$ cat src/rtl/serial_add_ctrl.sv
// Bit-serial adder controller: one full-adder cell reused LSB first over WIDTH cycles.
// Optional macro SERIAL_ADD_SUB_EN adds a `sub` port for a + ~b + 1 subtraction.
module serial_add_ctrl #(
    parameter int WIDTH = 8
) (
    input  logic             clk,
    input  logic             rst,
    input  logic             in_valid,
    output logic             in_ready,
    input  logic [WIDTH-1:0] a,
    input  logic [WIDTH-1:0] b,
    input  logic             c_in,
`ifdef SERIAL_ADD_SUB_EN
    input  logic             sub,
`endif
    output logic             out_valid,
    input  logic             out_ready,
    output logic [WIDTH-1:0] sum,
    output logic             c_out,
    output logic             busy
);

    localparam int CW = $clog2(WIDTH + 1);

    typedef enum logic [1:0] {S_IDLE, S_RUN, S_DONE} state_t;

    state_t           r_state;
    state_t           w_next;
    logic [WIDTH-1:0] r_a;
    logic [WIDTH-1:0] r_b;
    logic [WIDTH-1:0] r_res;
    logic [WIDTH-1:0] r_sum;
    logic             r_carry;
    logic             r_cout;
    logic [CW-1:0]    r_cnt;
    logic             w_accept;
    logic             w_last;
    logic             w_bbit;
    logic             w_sbit;
    logic             w_cbit;

    assign w_accept = (r_state == S_IDLE) && in_valid;
    assign w_last   = (r_cnt == CW'(WIDTH - 1));

`ifdef SERIAL_ADD_SUB_EN
    logic r_sub;
    assign w_bbit = r_b[0] ^ r_sub;
`else
    assign w_bbit = r_b[0];
`endif

    assign w_sbit = r_a[0] ^ w_bbit ^ r_carry;
    assign w_cbit = (r_a[0] & w_bbit) | (r_carry & (r_a[0] ^ w_bbit));

    always_ff @(posedge clk) begin
        if (rst) r_state <= S_IDLE;
        else     r_state <= w_next;
    end

    always_comb begin
        w_next = r_state;
        case (r_state)
            S_IDLE:  if (in_valid)  w_next = S_RUN;
            S_RUN:   if (w_last)    w_next = S_DONE;
            S_DONE:  if (out_ready) w_next = S_IDLE;
            default:                w_next = S_IDLE;
        endcase
    end

    always_comb begin
        in_ready  = 1'b0;
        out_valid = 1'b0;
        busy      = 1'b0;
        case (r_state)
            S_IDLE:  in_ready  = 1'b1;
            S_RUN:   busy      = 1'b1;
            S_DONE:  out_valid = 1'b1;
            default: in_ready  = 1'b0;
        endcase
    end

    // Operands shift right so bit 0 is always the current bit; the sum shifts in at the MSB.
    always_ff @(posedge clk) begin
        if (rst) begin
            r_a     <= '0;
            r_b     <= '0;
            r_res   <= '0;
            r_sum   <= '0;
            r_carry <= 1'b0;
            r_cout  <= 1'b0;
            r_cnt   <= '0;
`ifdef SERIAL_ADD_SUB_EN
            r_sub   <= 1'b0;
`endif
        end else if (w_accept) begin
            r_a   <= a;
            r_b   <= b;
            r_cnt <= '0;
`ifdef SERIAL_ADD_SUB_EN
            r_sub   <= sub;
            r_carry <= sub ? 1'b1 : c_in;
`else
            r_carry <= c_in;
`endif
        end else if (r_state == S_RUN) begin
            r_a     <= r_a >> 1;
            r_b     <= r_b >> 1;
            r_res   <= {w_sbit, r_res[WIDTH-1:1]};
            r_carry <= w_cbit;
            r_cnt   <= r_cnt + CW'(1);
            // Outputs change only when the result is complete, so they hold through DONE and IDLE.
            if (w_last) begin
                r_sum  <= {w_sbit, r_res[WIDTH-1:1]};
                r_cout <= w_cbit;
            end
        end
    end

    assign sum   = r_sum;
    assign c_out = r_cout;

endmodule

$ cat config.mk
export PLATFORM = sky130hd
export DESIGN_NAME = serial_add_ctrl
export DESIGN_NICKNAME = d
export VERILOG_FILES = /design/src/rtl/serial_add_ctrl.sv
export SDC_FILE = /design/constraint.sdc
export NUM_CORES = 1
export LEC_CHECK = 0
export ABC_AREA = 1
export CAP_MARGIN = 40
export CORE_UTILIZATION = 40
export DETAILED_ROUTE_END_ITERATION = 10
export PLACE_DENSITY = 0.73
export SLEW_MARGIN = 10
export SYNTH_ARGS = -nofsm -noshare
export SYNTH_HDL_FRONTEND = slang
export SYNTH_SLANG_ARGS = --single-unit
$ cat constraint.sdc
create_clock -name clk -period 1.4 [get_ports clk]
set_input_delay 0.42 -clock clk [delete_from_list [all_inputs] [get_ports clk]]
set_output_delay 0.42 -clock clk [all_outputs]
set_load 0.01 [all_outputs]
# Word level (Yosys, flattened, before mapping)
# Index checks and enable logic that the tools add are counted.
[classes]
n_bitwise = 6
n_addsub = 1
mux = 13
eq_ne = 6
reduce_logical = 7
[op_table]
columns = ["op", "count"]
rows = [
  ["two-way mux 8 bit", 4],
  ["two-way mux 2 bit", 3],
  ["inequality test 2 bit, second input constant", 3],
  ["one-hot mux 2 bit (3 select lines)", 1],
  ["AND reduction 3 bit", 2],
  ["two-way mux 1 bit", 5],
  ["adder 4 x 1 -> 4 bit, second input constant", 1],
  ["== test 4 x 3 -> 1 bit, second input constant", 1],
  ["AND 1 bit", 2],
  ["== test 2 x 1 -> 1 bit, second input constant", 1],
  ["== test 2 bit, second input constant", 1],
  ["logical NOT 2 bit", 1],
  ["AND reduction 2 bit", 1],
  ["nonzero test 2 bit", 1],
  ["OR reduction 2 bit", 1],
  ["bitwise XOR 1 bit", 2],
  ["logical AND 1 bit", 1],
  ["NOT 1 bit", 1],
  ["bitwise OR 1 bit", 1],
]
[totals]
ff_bits = 40
output_inout_bits = 12
inputBits = 21
elab_cells = 41

# Logic depth before layout (Yosys ltp)
# Gate-level depths: netlist (run 1).
[depth]
word_depth = 5
mapped_depth = 8
ltp_nobuf = 7

# Worst setup path before layout (run 1)
# Ideal clock, no wire load.
[synth_path]
path_kind = "reg-to-reg"
startpoint = "reg r_cnt[0]"
endpoint = "reg r_sum[6], in the netlist sum[6]"
path_slack_ns = 0.186
required_time_ns = 1.287
path_buffers = 1
setup_time_ns = 0.113
stages_incl_launch_ff = 8
t_arrival_ns = 1.101
synth_period_minus_slack_ns = 1.214
path_cell_list = "dfxtp_1 > ha_1 > nand3_1 > nor2_4 > buf_6 > nand2_2 > nand2_1 > nor2_1"
[synth_via]
elab_chain_len = 2
[synth_lines]
columns = ["element", "line", "source"]
rows = [
  ["from (decl)", "35", "logic [CW-1:0] r_cnt;"],
  ["from (signal assigned)", "110", "r_cnt <= r_cnt + CW'(1);"],
  ["== test 4 x 3 -> 1 bit", "43", "assign w_last = (r_cnt == CW'(WIDTH - 1));"],
  ["AND reduction 3 bit (no line)", "--", ""],
  ["to (signal assigned)", "113", "r_sum <= {w_sbit, r_res[WIDTH-1:1]};"],
  ["to (decl)", "32", "logic [WIDTH-1:0] r_sum;"],
]
# No other way between the ends.
# A chain may end at the register's enable or synchronous reset.

# Worst setup path after layout (run 1)
[layout_path]
startpoint = "reg r_state[1]"
endpoint = "out in_ready"
[layout_via]
elab_chain_len = 2
[layout_lines]
columns = ["element", "line", "source"]
rows = [
  ["from (decl)", "27", "state_t r_state;"],
  ["from (signal assigned)", "57", "else r_state <= w_next;"],
  ["logical NOT 2 bit", "74", "case (r_state)"],
  ["two-way mux 1 bit", "74", ""],
  ["to (decl)", "9", "output logic in_ready,"],
]
# No other way between the ends.

==> results of run 1 <==
-- area by class of cell --
class                   count  area (sq um)  area share [%]
clock buffers               5          68.8            2.97
clock inverters             3          20.0           0.863
inverters                  32           123            5.29
multi-input cells         179           807            34.8
flip-flops and latches     39           788            34.0
well taps                  52          65.1            2.80
repair buffers             47           448            19.3
-- critical path, stage by stage, from the launching register on --
cell	delay, ps
dfxtp_4	370
buf_6	120
nor2_4	80
buf_6	110
-- flip-flops by register name (all words and copies together), names as in the netlist --
name,count
r_a,8
r_b,8
sum,8
r_res,7
r_cnt,4
r_state,2
c_out,1
r_carry,1
-- synth_stat cells (2+ instances only) --
cell type  count  area (sq um)
inv_1         29           109
clkinv_1       2          7.51
buf_6          4          45.0
nand2_2        2          12.5
nand3_1       17          85.1
o21ai_0        7          35.0
clkbuf_1       2          7.51
dfxtp_1       39           781
nand2_1       78           293
buf_4          3          22.5
a21oi_1       13          65.1
nor2_1        52           195
xor2_1         2          17.5
buf_2          2          10.0
nor2_4         3          33.8
-- cell families (layout without fill, tap and decap cells) --
family | after synthesis | count (layout)
and+or+nand+nor | 154 | 154
xor gates and xnor gates | 2 | 2
AOI/OAI and AO/OA | 21 | 21
buffers and inverters | 44 | 87
adders and majority gates | 2 | 2
DFF | 39 | 39
-- through the flow --
step / worst slack (ps) / power [uW] / TNS, ps
global placement: -197 / 1550 / -3500
global route: -28.8 / 2420 / -71.7
floorplan: 186 / 1430 / 0
finish: 7.59 / 2290 / 0
detailed placement: -205 / 1560 / -3800
CTS: -12.6 / 2320 / -23.7
-- timing repair --
item,4_1_cts,5_1_grt
buffers inserted,0,0
setup endpoints to repair,12,4
pin swaps,1,0
resized for setup,28,2
-- where the power goes --
part | switching (uW) | internal (uW) | total, uW
Clock | 414 | 347 | 760
Sequential | 33.1 | 1160 | 1190
Combinational | 174 | 162 | 336
Total | 620 | 1670 | 2290
-- routing by layer --
layer  track usage (%)  wire [um]
met5                 0          0
met4              8.16         72
met3              3.49        162
met2              27.6       1600
met1              19.4       1690
-- how the worst max path moves through the flow --
stage                     from        end  cells past startpoint  slack, ps
CTS                 r_state[1]   in_ready                      3        -10
floorplan             r_cnt[0]     sum[6]                      7        190
global route        r_state[1]   r_cnt[3]                      8        -30
global placement    r_state[1]  out_valid                      3       -200
finish              r_state[1]   in_ready                      3          8
detailed placement    in_valid     r_a[5]                      7       -200
==> impl_metrics.csv, run 1 <==
group,metric,value,unit
die,design.core.area,4350,sq um
timing,hold_viol_final,0,
route,drtAntennaViolNets,0,
run,max_cap_viol_count,0,
final_layout,area_growth_syn_to_layout,28.4,%
power,peakVddDrop,0.487,mV
timing,finalMaxSlewViolations,0,
yosys,async_flop_share,0,%
die,initial_core_util,41.5,%
setup_path,arrival,970,ps
yosys,syn-num-nets,285,
timing,slew_headroom,84.7,%
route,wl,3.52,mm
setup_path,worst-path-max-fanout,3,
power,power_density,988,nW/um^2
final_layout,mostFrequentLayoutCells,"78 x nand2_1, 51 x nor2_1, 37 x dfxtp_1, 28 x inv_1, 20 x clkdlybuf4s50_1",
clock_network,holdBufCountCts,0,
timing,fin_skew,6.34,ps
yosys,ys.flop_type,"dfxtp_1",
yosys,netlist_area,1810,sq um
timing,hold_ws,459,ps
clock_network,htreeDepth,2,
setup_path,path_class,"reg -> out",
timing,fmax,718,MHz
status,outcome,"complete, no violations",
die,die_width,69.2,um
route,drt_first_pass_iters,4,
setup_path,endpoint_kind,"output pin",
clock_network,tritoncts,"done",
setup_path,rrSetupSlack,90,ps
yosys,ys_ff_latch,39,
yosys,syn_avg_cell_area,6.90,sq um
route,via_per_inst,4.48,
setup_path,required,980,ps
timing,period_minus_slack,1390,ps
route,wl_per_cell,9.86,um
final_layout,final_common_cell,"nand2_1",
global_route,grt_max_degree,22,
setup_path,timing.rr.start,"r_state[1]",
die,die_h,69.2,um
place,place_area,2230,sq um
route,via_count,1598,
final_layout,antenna_cells,0,
yosys,ys_warn_count,0,
clock_network,clockRootBuffer,"clkbuf_8",
hold_path,min_path_type,"reg -> reg",
global_route,track_usage,16.3,%
clock_network,cts_buffers,5,
die,rows,24,
place,numPortBuffers,32,
timing,rsz0062_at_grt,"true",
yosys,synth_compound_area_share,6.44,%
final_layout,final_cells,357,
yosys,yosysSeqAreaShare,43.2,%
place,dp_hpwl,2.50,mm
yosys,ys_types,22,
timing,worst_slew_pin_slew,229,ps
setup_path,critPathLaunchType,"flop",
route,drt_iter0_drc,32,
setup_path,rr_endpoint,"r_cnt[3]",
clock_network,insertion_delay,290,ps
route,drc_errors,0,
global_route,grt_pass1_wl,6.27,mm
hold_path,hold_depth,2,
yosys,yosys.area_share.simple,35.3,%
yosys,synthAdderAreaFrac,1.80,%
die,io_pins,33,
yosys,synthXorXnorAreaFrac,0.970,%
final_layout,postLayoutCellArea,2320,sq um
final_layout,post-route-util,53.3,%
final_layout,fill_cells,438,
clock_network,clockBufferDepth,2,
final_layout,final_nets,327,
yosys,synth_cells,262,
power,leakagePower,0.00116,uW
setup_path,reg2regPathDepth,8,
hold_path,hp-start,"r_res[1]",
global_route,antenna_found_initial,0,
final_layout,drive_gt1_share,12.5,%
global_route,grt_pass1_vias,1502,
timing,min_period_over_period,99.5,%
place,place_congestion,0.820,
hold_path,hold_end,"r_res[1]",
yosys,synth_top_family_by_area,"simple AND/OR/NAND/NOR gates",
place,dp_cells,349,
die,die_area,4790,sq um
yosys,synth_edf_count,0,
global_route,grt_overflow,0,
clock_network,numClockSinks,39,
yosys,synthMuxAreaShare,0,%
clock_network,clkSlewWorstSetupHoldPaths,80,ps
timing,setup_viol,0,
(Power assumes the default switching activity.)
==> run 2: changes to the inputs <==
--- a/config.mk
+++ b/config.mk
@@ -7,9 +7,9 @@
 export LEC_CHECK = 0
 export ABC_AREA = 1
 export CAP_MARGIN = 40
-export CORE_UTILIZATION = 40
+export CORE_UTILIZATION = 51
 export DETAILED_ROUTE_END_ITERATION = 10
-export PLACE_DENSITY = 0.73
+export PLACE_DENSITY = 0.87
 export SLEW_MARGIN = 10
 export SYNTH_ARGS = -nofsm -noshare
 export SYNTH_HDL_FRONTEND = slang
==> run 2 against run 1 <==
Compared with the run above: clock skew rose by 2.2 ps; largest cell class unchanged; routed wire length rose by 2.7%; critical path type unchanged; worst setup slack got worse by 86 ps; largest power group unchanged; design area fell by 0.75%; die area fell by 21%; combinational power rose by 5%; clock power rose by 5.1%; the run now ends with negative setup slack left; global-route usage rose by 5.4 points; register-to-register slack got worse by 20 ps; first-iteration DRC count rose to 3.0 times the previous value.
==> impl_metrics.csv, run 2 (synthesis gave the netlist of run 1 again) <==
group,metric,value,unit
power,power,2350,uW
place,dp_slack,-222,ps
global_route,grt_pass1_vias,1428,
timing,finalMaxSlewViolations,0,
power,power_density,1020,nW/um^2
timing,rsz0062_at_grt,"true",
setup_path,required,980,ps
global_route,grt_max_degree,22,
final_layout,final_common_cell,"nand2_1",
place,place_congestion,0.830,
clock_network,tritoncts,"done",
power,peakVddDrop,0.529,mV
setup_path,worstPathCellList,"buf_6, nor2_4, buf_6",
route,drt_iter0_drc,97,
setup_path,critPathMostFrequentCell,"buf_6",
status,outcome,"complete, but fails checks",
timing,slew_headroom,85.6,%
die,rows,21,
setup_path,arrival,1060,ps
route,drc_errors,0,
route,via_count,1648,
final_layout,final_nets,328,
run,max_cap_viol_count,0,
final_layout,multiInputGateArea,807,sq um
final_layout,mostFrequentLayoutCells,"78 x nand2_1, 51 x nor2_1, 37 x dfxtp_1, 29 x inv_1, 20 x clkdlybuf4s50_1",
final_layout,fill_cells,316,
setup_path,endpoint_kind,"output pin",
timing,setup_viol,3,
timing,worst_slack,-78.3,ps
global_route,track_usage,21.7,%
final_layout,area_growth_syn_to_layout,27.4,%
clock_network,holdBufCountCts,0,
final_layout,drive_gt1_share,15.0,%
status,failed_checks,"negative setup slack",
clock_network,insertion_delay,350,ps
setup_path,path_class,"reg -> out",
die,design.core.area,3360,sq um
setup_path,critPathLaunchType,"flop",
global_route,antenna_found_initial,0,
power,leakagePower,0.00114,uW
final_layout,antenna_cells,0,
setup_path,max_stage_delay,370,ps
route,drt_first_pass_iters,4,
route,wl_per_cell,10.3,um
final_layout,regArea,786,sq um
place,numPortBuffers,32,
die,io_pins,33,
global_route,grt_overflow,0,
timing,min_period_over_period,106,%
timing,hold_ws,460,ps
die,die_h,61.5,um
clock_network,cts_buffers,5,
clock_network,clkSlewWorstSetupHoldPaths,120,ps
timing,fin_skew,8.52,ps
timing,hold_viol_final,0,
clock_network,cts_setup_buffers,0,
global_route,grt_pass1_wl,5.91,mm
die,die_area,3780,sq um
clock_network,numClockSinks,39,
timing,period_minus_slack,1480,ps
place,dp_hpwl,2.59,mm
clock_network,clockBufferDepth,2,
setup_path,critical-path-top-delay-family,"flip-flops",
route,drtAntennaViolNets,0,
setup_path,worst-path-max-fanout,2,
final_layout,post-route-util,68.5,%
clock_network,htreeDepth,2,
die,die_width,61.5,um
timing,fmax,676,MHz
setup_path,path_buf_inv,2,
hold_path,min_path_type,"reg -> reg",
timing,setup-tns-final,-199,ps
die,initial_core_util,53.7,%
clock_network,clockRootBuffer,"clkbuf_4",
route,wl,3.62,mm
setup_path,cpMaxStageDelayCell,"dfxtp_4",
route,via_per_inst,4.68,
timing,worst_slew_pin_slew,216,ps
-- run 2: cell types whose count changed in the layout (fill, tap and decap cells not counted), moves of 2 or more --
cell | previous run | this run
clkbuf_4 | 0 | 5
clkbuf_2 | 0 | 8
clkinvlp_4 | 2 | 0
dlygate4sd2_1 | 9 | 0
clkbuf_8 | 5 | 1
-- run 2: report_power, final --
group / internal [uW] / total, uW / leakage, uW / switching, uW
registers: 1160 / 1200 / 0.000320 / 32.1
logic: 173 / 353 / 0.000774 / 180
clock network: 422 / 799 / 0.0000482 / 377
-- run 2: final cells by class --
type | count | area share, %
clock buffer | 6 | 2.23
clock inverter | 2 | 1.52
inverter | 32 | 5.33
multi-input combinational | 179 | 35.1
sequential | 39 | 34.1
tap | 46 | 2.50
timing repair buffer | 48 | 19.2
-- run 2: worst paths after layout --
check,startpoint,endpoint,slack (ps),cells past startpoint
worst max-delay path,r_state[1],busy,-80,3
worst min-delay path,r_res[1],r_res[1],460,2
worst max register to register,r_state[0],r_cnt[3],70,8
worst min register to register,r_res[1],r_res[1],460,2
-- run 2: per-layer routing --
metal | routed length [um] | vias up | global-route usage (%)
li1 | - | 873 | -
met4 | 50 | 0 | 7.94
met2 | 1760 | 45 | 36.9
met1 | 1620 | 724 | 26.0
met5 | 0 | - | 0
met3 | 194 | 6 | 6.30
-- run 2: stage by stage --
stage,instances,instance area (sq um)
CTS,352,2330
floorplan,262,1810
global placement,344,2240
finish,352,2300
global route,352,2300
detailed placement,344,2240
-- run 2: worst min-delay path: stages, from the launching register on --
cell,delay (ps)
dfxtp_1,320
inv_1,60
a21oi_1,50
-- run 2: timing repair --
action,4_1_cts,5_1_grt
endpoints found under the setup margin,12,14
pin swaps,1,0
endpoints found under the hold margin,0,0
gates resized for setup,31,15
